[config.mk]
export PLATFORM = sky130hd
export DESIGN_NAME = hazard_scoreboard
export DESIGN_NICKNAME = d
export VERILOG_FILES = /design/src/rtl/hazard_scoreboard.sv
export SDC_FILE = /design/constraint.sdc
export NUM_CORES = 1
export LEC_CHECK = 0
export CORE_ASPECT_RATIO = 2
export CORE_MARGIN = 2
export CORE_UTILIZATION = 50
export CTS_CLUSTER_SIZE = 8
export DETAILED_ROUTE_END_ITERATION = 12
export HOLD_SLACK_MARGIN = 0.1
export PLACE_DENSITY = 0.85
export SYNTH_ARGS = -nofsm -noshare
export SYNTH_HDL_FRONTEND = slang
export SYNTH_SLANG_ARGS = --single-unit
export TNS_END_PERCENT = 20
[constraint.sdc]
create_clock -name clk -period 8.45 [get_ports clk]
set_clock_uncertainty 0.15 [all_clocks]
set_input_delay 1.2675 -clock clk [delete_from_list [all_inputs] [get_ports clk]]
set_output_delay 1.2675 -clock clk [all_outputs]
set_load 0.005 [all_outputs]
[src/rtl/hazard_scoreboard.sv]
// -----------------------------------------------------------------------------
// hazard_scoreboard
//
// Producer-side hazard tracker for the Buraq-mini RV32IM pipeline. The block
// remembers which destination registers still wait on a long-latency result
// (loads and multi-cycle MUL/DIV). It stalls decode while an instruction reads
// or overwrites such a register, or while it needs the busy MUL/DIV unit.
//
// Parameters
//   RegAddrWidth : register address width; the scoreboard holds 2**RegAddrWidth bits
//   MulDivLat    : cycles the MUL/DIV unit stays occupied after issue (1..15)
//
// Ports
//   clk, rst_n          : core clock, asynchronous active-low reset
//   ID_valid            : decode holds a valid instruction
//   ID_RS1/ID_RS2       : decode source addresses
//   ID_RS1_used/_RS2_.. : instruction actually reads that source
//   ID_RD, ID_RD_wen    : decode destination and its write enable
//   ID_is_load          : instruction is a load
//   ID_is_muldiv        : instruction uses the multi-cycle MUL/DIV unit
//   Flush               : kills the decode instruction this cycle
//   WB_RD, WB_long_wen  : long-latency result retiring this cycle
//   Stall_decode        : hold PC and IF/ID, inject a bubble into ID/EX
//   MulDiv_busy         : MUL/DIV unit occupied
//   Pending_map         : scoreboard, bit n set while xn is pending
//
// Optional feature (macro HAZ_STALL_STATS_EN)
//   Adds Stall_cycles[31:0] (cycles with Stall_decode high) and
//   Raw_stall_cycles[31:0] (stalled cycles where the RAW term is true).
//   Both counters saturate at all-ones.
// -----------------------------------------------------------------------------
module hazard_scoreboard #(
    parameter int RegAddrWidth = 5,
    parameter int MulDivLat    = 4
) (
    input  logic                           clk,
    input  logic                           rst_n,
    input  logic                           ID_valid,
    input  logic [RegAddrWidth-1:0]        ID_RS1,
    input  logic [RegAddrWidth-1:0]        ID_RS2,
    input  logic                           ID_RS1_used,
    input  logic                           ID_RS2_used,
    input  logic [RegAddrWidth-1:0]        ID_RD,
    input  logic                           ID_RD_wen,
    input  logic                           ID_is_load,
    input  logic                           ID_is_muldiv,
    input  logic                           Flush,
    input  logic [RegAddrWidth-1:0]        WB_RD,
    input  logic                           WB_long_wen,
    output logic                           Stall_decode,
    output logic                           MulDiv_busy,
    output logic [(2**RegAddrWidth)-1:0]   Pending_map
`ifdef HAZ_STALL_STATS_EN
    ,
    output logic [31:0]                    Stall_cycles,
    output logic [31:0]                    Raw_stall_cycles
`endif
);

    localparam int         NumRegs = 2 ** RegAddrWidth;
    localparam logic [3:0] LatLoad = 4'(MulDivLat);

    if (MulDivLat < 1 || MulDivLat > 15) begin : g_bad_lat
        $error("hazard_scoreboard: MulDivLat must be in 1..15");
    end

    logic [NumRegs-1:0] pending_q;
    logic [NumRegs-1:0] pending_d;
    logic [NumRegs-1:0] clr_vec;
    logic [NumRegs-1:0] set_vec;
    logic [3:0]         occ_q;
    logic [3:0]         occ_d;

    logic raw_hit;
    logic waw_hit;
    logic struct_hit;
    logic long_op;
    logic issue;

    // Hazard checks look only at the registered scoreboard; a same-cycle
    // writeback is bypassed by the forwarding unit, not here.
    assign raw_hit    = (ID_RS1_used && (ID_RS1 != '0) && pending_q[ID_RS1]) ||
                        (ID_RS2_used && (ID_RS2 != '0) && pending_q[ID_RS2]);
    assign waw_hit    = ID_RD_wen && (ID_RD != '0) && pending_q[ID_RD];
    assign struct_hit = ID_is_muldiv && MulDiv_busy;

    // A flushed or empty decode slot never stalls the front end.
    assign Stall_decode = ID_valid && !Flush && (raw_hit || waw_hit || struct_hit);
    assign issue        = ID_valid && !Flush && !Stall_decode;
    assign long_op      = ID_RD_wen && (ID_is_load || ID_is_muldiv) && (ID_RD != '0);

    assign Pending_map = pending_q;
    assign MulDiv_busy = (occ_q != 4'd0);

    // NOTE: every signal written in this always_comb gets a default first, so
    // no path leaves one unassigned and no latch is inferred.
    always_comb begin
        clr_vec = '0;
        set_vec = '0;
        if (WB_long_wen && (WB_RD != '0)) begin
            clr_vec[WB_RD] = 1'b1;
        end
        if (issue && long_op) begin
            set_vec[ID_RD] = 1'b1;
        end
        // Clear first, then set: a new producer wins over a retiring one.
        pending_d    = (pending_q & ~clr_vec) | set_vec;
        pending_d[0] = 1'b0;
    end

    always_comb begin
        occ_d = occ_q;
        if (issue && ID_is_muldiv) begin
            occ_d = LatLoad;
        end else if (occ_q != 4'd0) begin
            occ_d = occ_q - 4'd1;
        end
    end

    // NOTE: state registers use non-blocking assignments so every flop samples
    // the pre-edge values regardless of statement order.
    always_ff @(posedge clk or negedge rst_n) begin
        if (!rst_n) begin
            pending_q <= '0;
            occ_q     <= 4'd0;
        end else begin
            pending_q <= pending_d;
            occ_q     <= occ_d;
        end
    end

`ifdef HAZ_STALL_STATS_EN
    always_ff @(posedge clk or negedge rst_n) begin
        if (!rst_n) begin
            Stall_cycles     <= 32'd0;
            Raw_stall_cycles <= 32'd0;
        end else begin
            if (Stall_decode && (Stall_cycles != 32'hFFFF_FFFF)) begin
                Stall_cycles <= Stall_cycles + 32'd1;
            end
            if (Stall_decode && raw_hit && (Raw_stall_cycles != 32'hFFFF_FFFF)) begin
                Raw_stall_cycles <= Raw_stall_cycles + 32'd1;
            end
        end
    end
`endif

endmodule

==> metrics.log <==
INFO  metric critPathBufInv = 2
INFO  metric worst-setup-path-type = input port to output pin
INFO  metric synth_enable_flop_cells = 0
INFO  metric cts_tree = built
INFO  metric crit_path_max_fanout = 20
INFO  metric wire_length_of_the_first_global_routing_pass = 14,500 um
INFO  metric globalplace.congestion = 0.9183
INFO  metric setup.worst_path.start_class = input port
INFO  metric detail_route.drc_violations = 0
INFO  metric top_level_ports = 64
INFO  metric r2r.worst_path.cells = 7
INFO  metric cp_cell_sequence = clkdlybuf4s50_1 > mux2_2 > and3_1 > o41a_1 > a2111oi_4 > nor2_1 > o21a_1 > clkdlybuf4s50_1
INFO  metric final_hold_viol_count = 0
INFO  metric worst-endpoint-required = between 7 and 8 ns
INFO  metric final_max_slew_viol_count = 0
INFO  metric syn_area_per_cell = roughly 8.6 sq um
INFO  metric post-route-cell-area = between 0.003 and 0.004 sq mm
INFO  metric critical-path-slowest-cell = clkdlybuf4s50_1
INFO  metric drt_first_iter_violations = 190
INFO  metric final_worst_path_period_need = between 6 and 7 ns
INFO  metric grt_max_degree = 36
INFO  metric place.detailed.hpwl = slightly below 7000 um
INFO  metric postSynth.asyncResetShare = 1.000
INFO  metric drtAntennaViolNets = 0
INFO  metric area_delta_synth_final = 27.24%
INFO  metric cts_root_buf = clkbuf_8
INFO  metric critPathTopFamily = buffers and inverters
INFO  metric synth.net_count = 350
INFO  metric most_common_library_cell_in_the_layout_ignoring_fill_and_taps = o21ai_0
INFO  metric min_from = occ_q[3]
INFO  metric grt_pass1_vias = 2,897
INFO  metric yosys_register_bits = 35
INFO  metric startpoint = ID_RD[0]
INFO  metric layout.cells.most_common_list = o21ai_0, clkdlybuf4s50_1, dfrtp_1
INFO  metric viasPerCell = roughly 7
INFO  metric critical-path-top-cell-by-count = clkdlybuf4s50_1
INFO  metric h_tree_depth = 2
INFO  metric clk_pin_slew = roughly 0.08 ns
INFO  metric r2r-start = Pending_map[24]
INFO  metric max_stage_delay = 1.10 ns
INFO  metric clkSinkCount = 35
INFO  metric max_slew.worst_pin.slew = ~1.1 ns
INFO  metric netlist-cell-type-count = 51
INFO  metric die_width = between 50 and 60 um
INFO  metric setup_viol = 0
INFO  metric finish.cell_count_without_fillers = about 430
INFO  metric die_outline_area = between 0.006 and 0.007 sq mm
INFO  metric critPathCaptureType = output pin
INFO  metric fin_ws = between 2 and 2.5 ns
INFO  metric cts_made_buffers = 5
INFO  metric cts.repair.resized = 0
INFO  metric antenna_found_initial = 0
INFO  metric post_drt_wl_per_cell = ~22 um
INFO  metric unrepaired_setup_endpoints_after_global_routing = false
INFO  metric cts_setup_buffers = 0
INFO  metric placed_cells = ~420
INFO  metric worstHoldPathCells = 1
INFO  metric power.static_leakage = 1.377 nW
INFO  metric share_of_final_layout_standard_cells_stronger_than_drive_strength_1 = 0.07547
INFO  metric power.density_cell_area = between 100 and 150 mW/mm^2
INFO  metric worst_ep_arrival_time = about 4.6 ns
INFO  metric floorplan.core_area = 0.005373 sq mm
INFO  metric synth_sequential_area_ratio = 0.3193
INFO  metric max_freq = about 170 MHz
INFO  metric netlist_instances = roughly 320
INFO  metric final_global_route_overflow_total = 0
INFO  metric dpl-instance-area = approximately 0.0034 sq mm
INFO  metric grt_use_total = 0.3111
INFO  metric ctsLongestPathBuffers = 2
INFO  metric route.final.wire_length = 9280 um
INFO  metric ys.flop_type = dfrtp_1
INFO  metric port_buffers = 62
INFO  metric clock_insertion_delay_worst_skew = approximately 0.30 ns
INFO  metric fin_crit_sh = 0.7142
INFO  metric run_status = complete, no violations
INFO  metric insertedDiodeCount = 0
INFO  metric fp.dieH = 108.7 um
INFO  metric fin_nets = 402
INFO  metric initial_utilization = 0.5105
INFO  metric critical_path_stages = 8
INFO  metric yosys_warnings = 0
INFO  metric totalNegativeSetupSlack = 0 ns
INFO  metric cts_hold_buf = 0
INFO  metric std_cell_rows = 38
INFO  metric maxCapViolCount = 0
INFO  metric max-slew-margin-rel = 0.2894
INFO  metric pre_repair_dr_iteration_count = 6
INFO  metric route.vias.total = 2,962
INFO  metric dp_worst_setup_slack = roughly 2.5 ns
INFO  metric worstHoldPathType = flip-flop to flip-flop
INFO  metric netlist_area = between 0.002 and 0.003 sq mm
INFO  metric vdd_drop_max = roughly 0.21 mV
==> synthesized netlist by cell type (all sizes together), types with 2 or more instances <==
cell type   n  share of area
nand2b      8          0.018
nand4      18          0.041
clkbuf     12          0.016
ha          2         0.0091
dfrtp      35           0.32
inv         3         0.0041
o221ai      2         0.0064
mux2i      34           0.12
mux2        7          0.029
nor4        3         0.0068
nor3        3         0.0055
nor2b       8          0.018
o2111ai     2          0.011
nand2      19          0.026
nor3b       4          0.011
nor2       15          0.021
and2        3         0.0068
o21ai      68           0.13
and3        3         0.0068
buf         7          0.013
a32o        2         0.0073
o31ai       2         0.0055
a21oi       6          0.011
nand3b      8          0.022
nand3      11          0.020
a22oi       6          0.016
mux4        2          0.016
or3         4         0.0091
or3b        2         0.0064
o31a        2         0.0064
==> metal layers <==
metal	global-route usage	vias up	routed length [um]
met5	0	-	0
met4	0.2398	0	662
met3	0.03559	52	601
met2	0.5445	186	4913
met1	0.3348	1408	3103
li1	-	1316	-
==> state kept, by name, indices dropped and copies added, names as in the netlist <==
signal       count
Pending_map     31
occ_q            4
==> logic make-up (layout without fill, tap and decap cells) <==
kind of cell | count (synthesis) | after routing | share of synthesized area
simple gates | 113 | 113 | 0.2304
flops | 35 | 35 | 0.3193
buf+inv | 22 | 75 | 0.03376
mux | 43 | 43 | 0.1693
fa+ha+maj | 2 | 2 | 0.009123
other cells | 1 | 1 | 0.001367
xor+xnor | 2 | 2 | 0.006388
compound gates | 100 | 100 | 0.2304
==> through the flow <==
stage / hold slack, ns / util / total power [mW]
after floorplan: 0.3241 / - / 0.2971
after global placement: 0.3469 / 0.6276 / 0.3606
after detailed placement: 0.3569 / 0.6276 / 0.3646
after CTS: 0.3739 / 0.6495 / 0.5218
after global routing: 0.3960 / 0.6495 / 0.5456
final: 0.3661 / 0.6495 / 0.5215
==> report_power, final <==
part / internal, mW / switching [mW] / total (mW)
Clock: 0.0954 / 0.0624 / 0.158
Combinational: 0.0758 / 0.0833 / 0.159
Sequential: 0.185 / 0.0194 / 0.204
==> path summary, 6_finish.rpt <==
check                                       end  slack, ns
min in group asynchronous              occ_q[3]       1.23
worst max register to register   Pending_map[3]       5.51
max in group asynchronous       Pending_map[29]       6.57
worst min-delay path                   occ_q[3]       0.37
worst min register to register         occ_q[3]       0.37
worst max-delay path               Stall_decode       2.41
==> cell type report <==
class	count	area (sq um)
multi-input cells	261	1774
well taps	60	75.07
inverters	3	11.26
fillers	463	1883
clock buffers	6	82.58
flip-flops and latches	35	875.8
clock inverters	2	35.03
repair buffers	64	635.6
(Power assumes the default switching activity.)
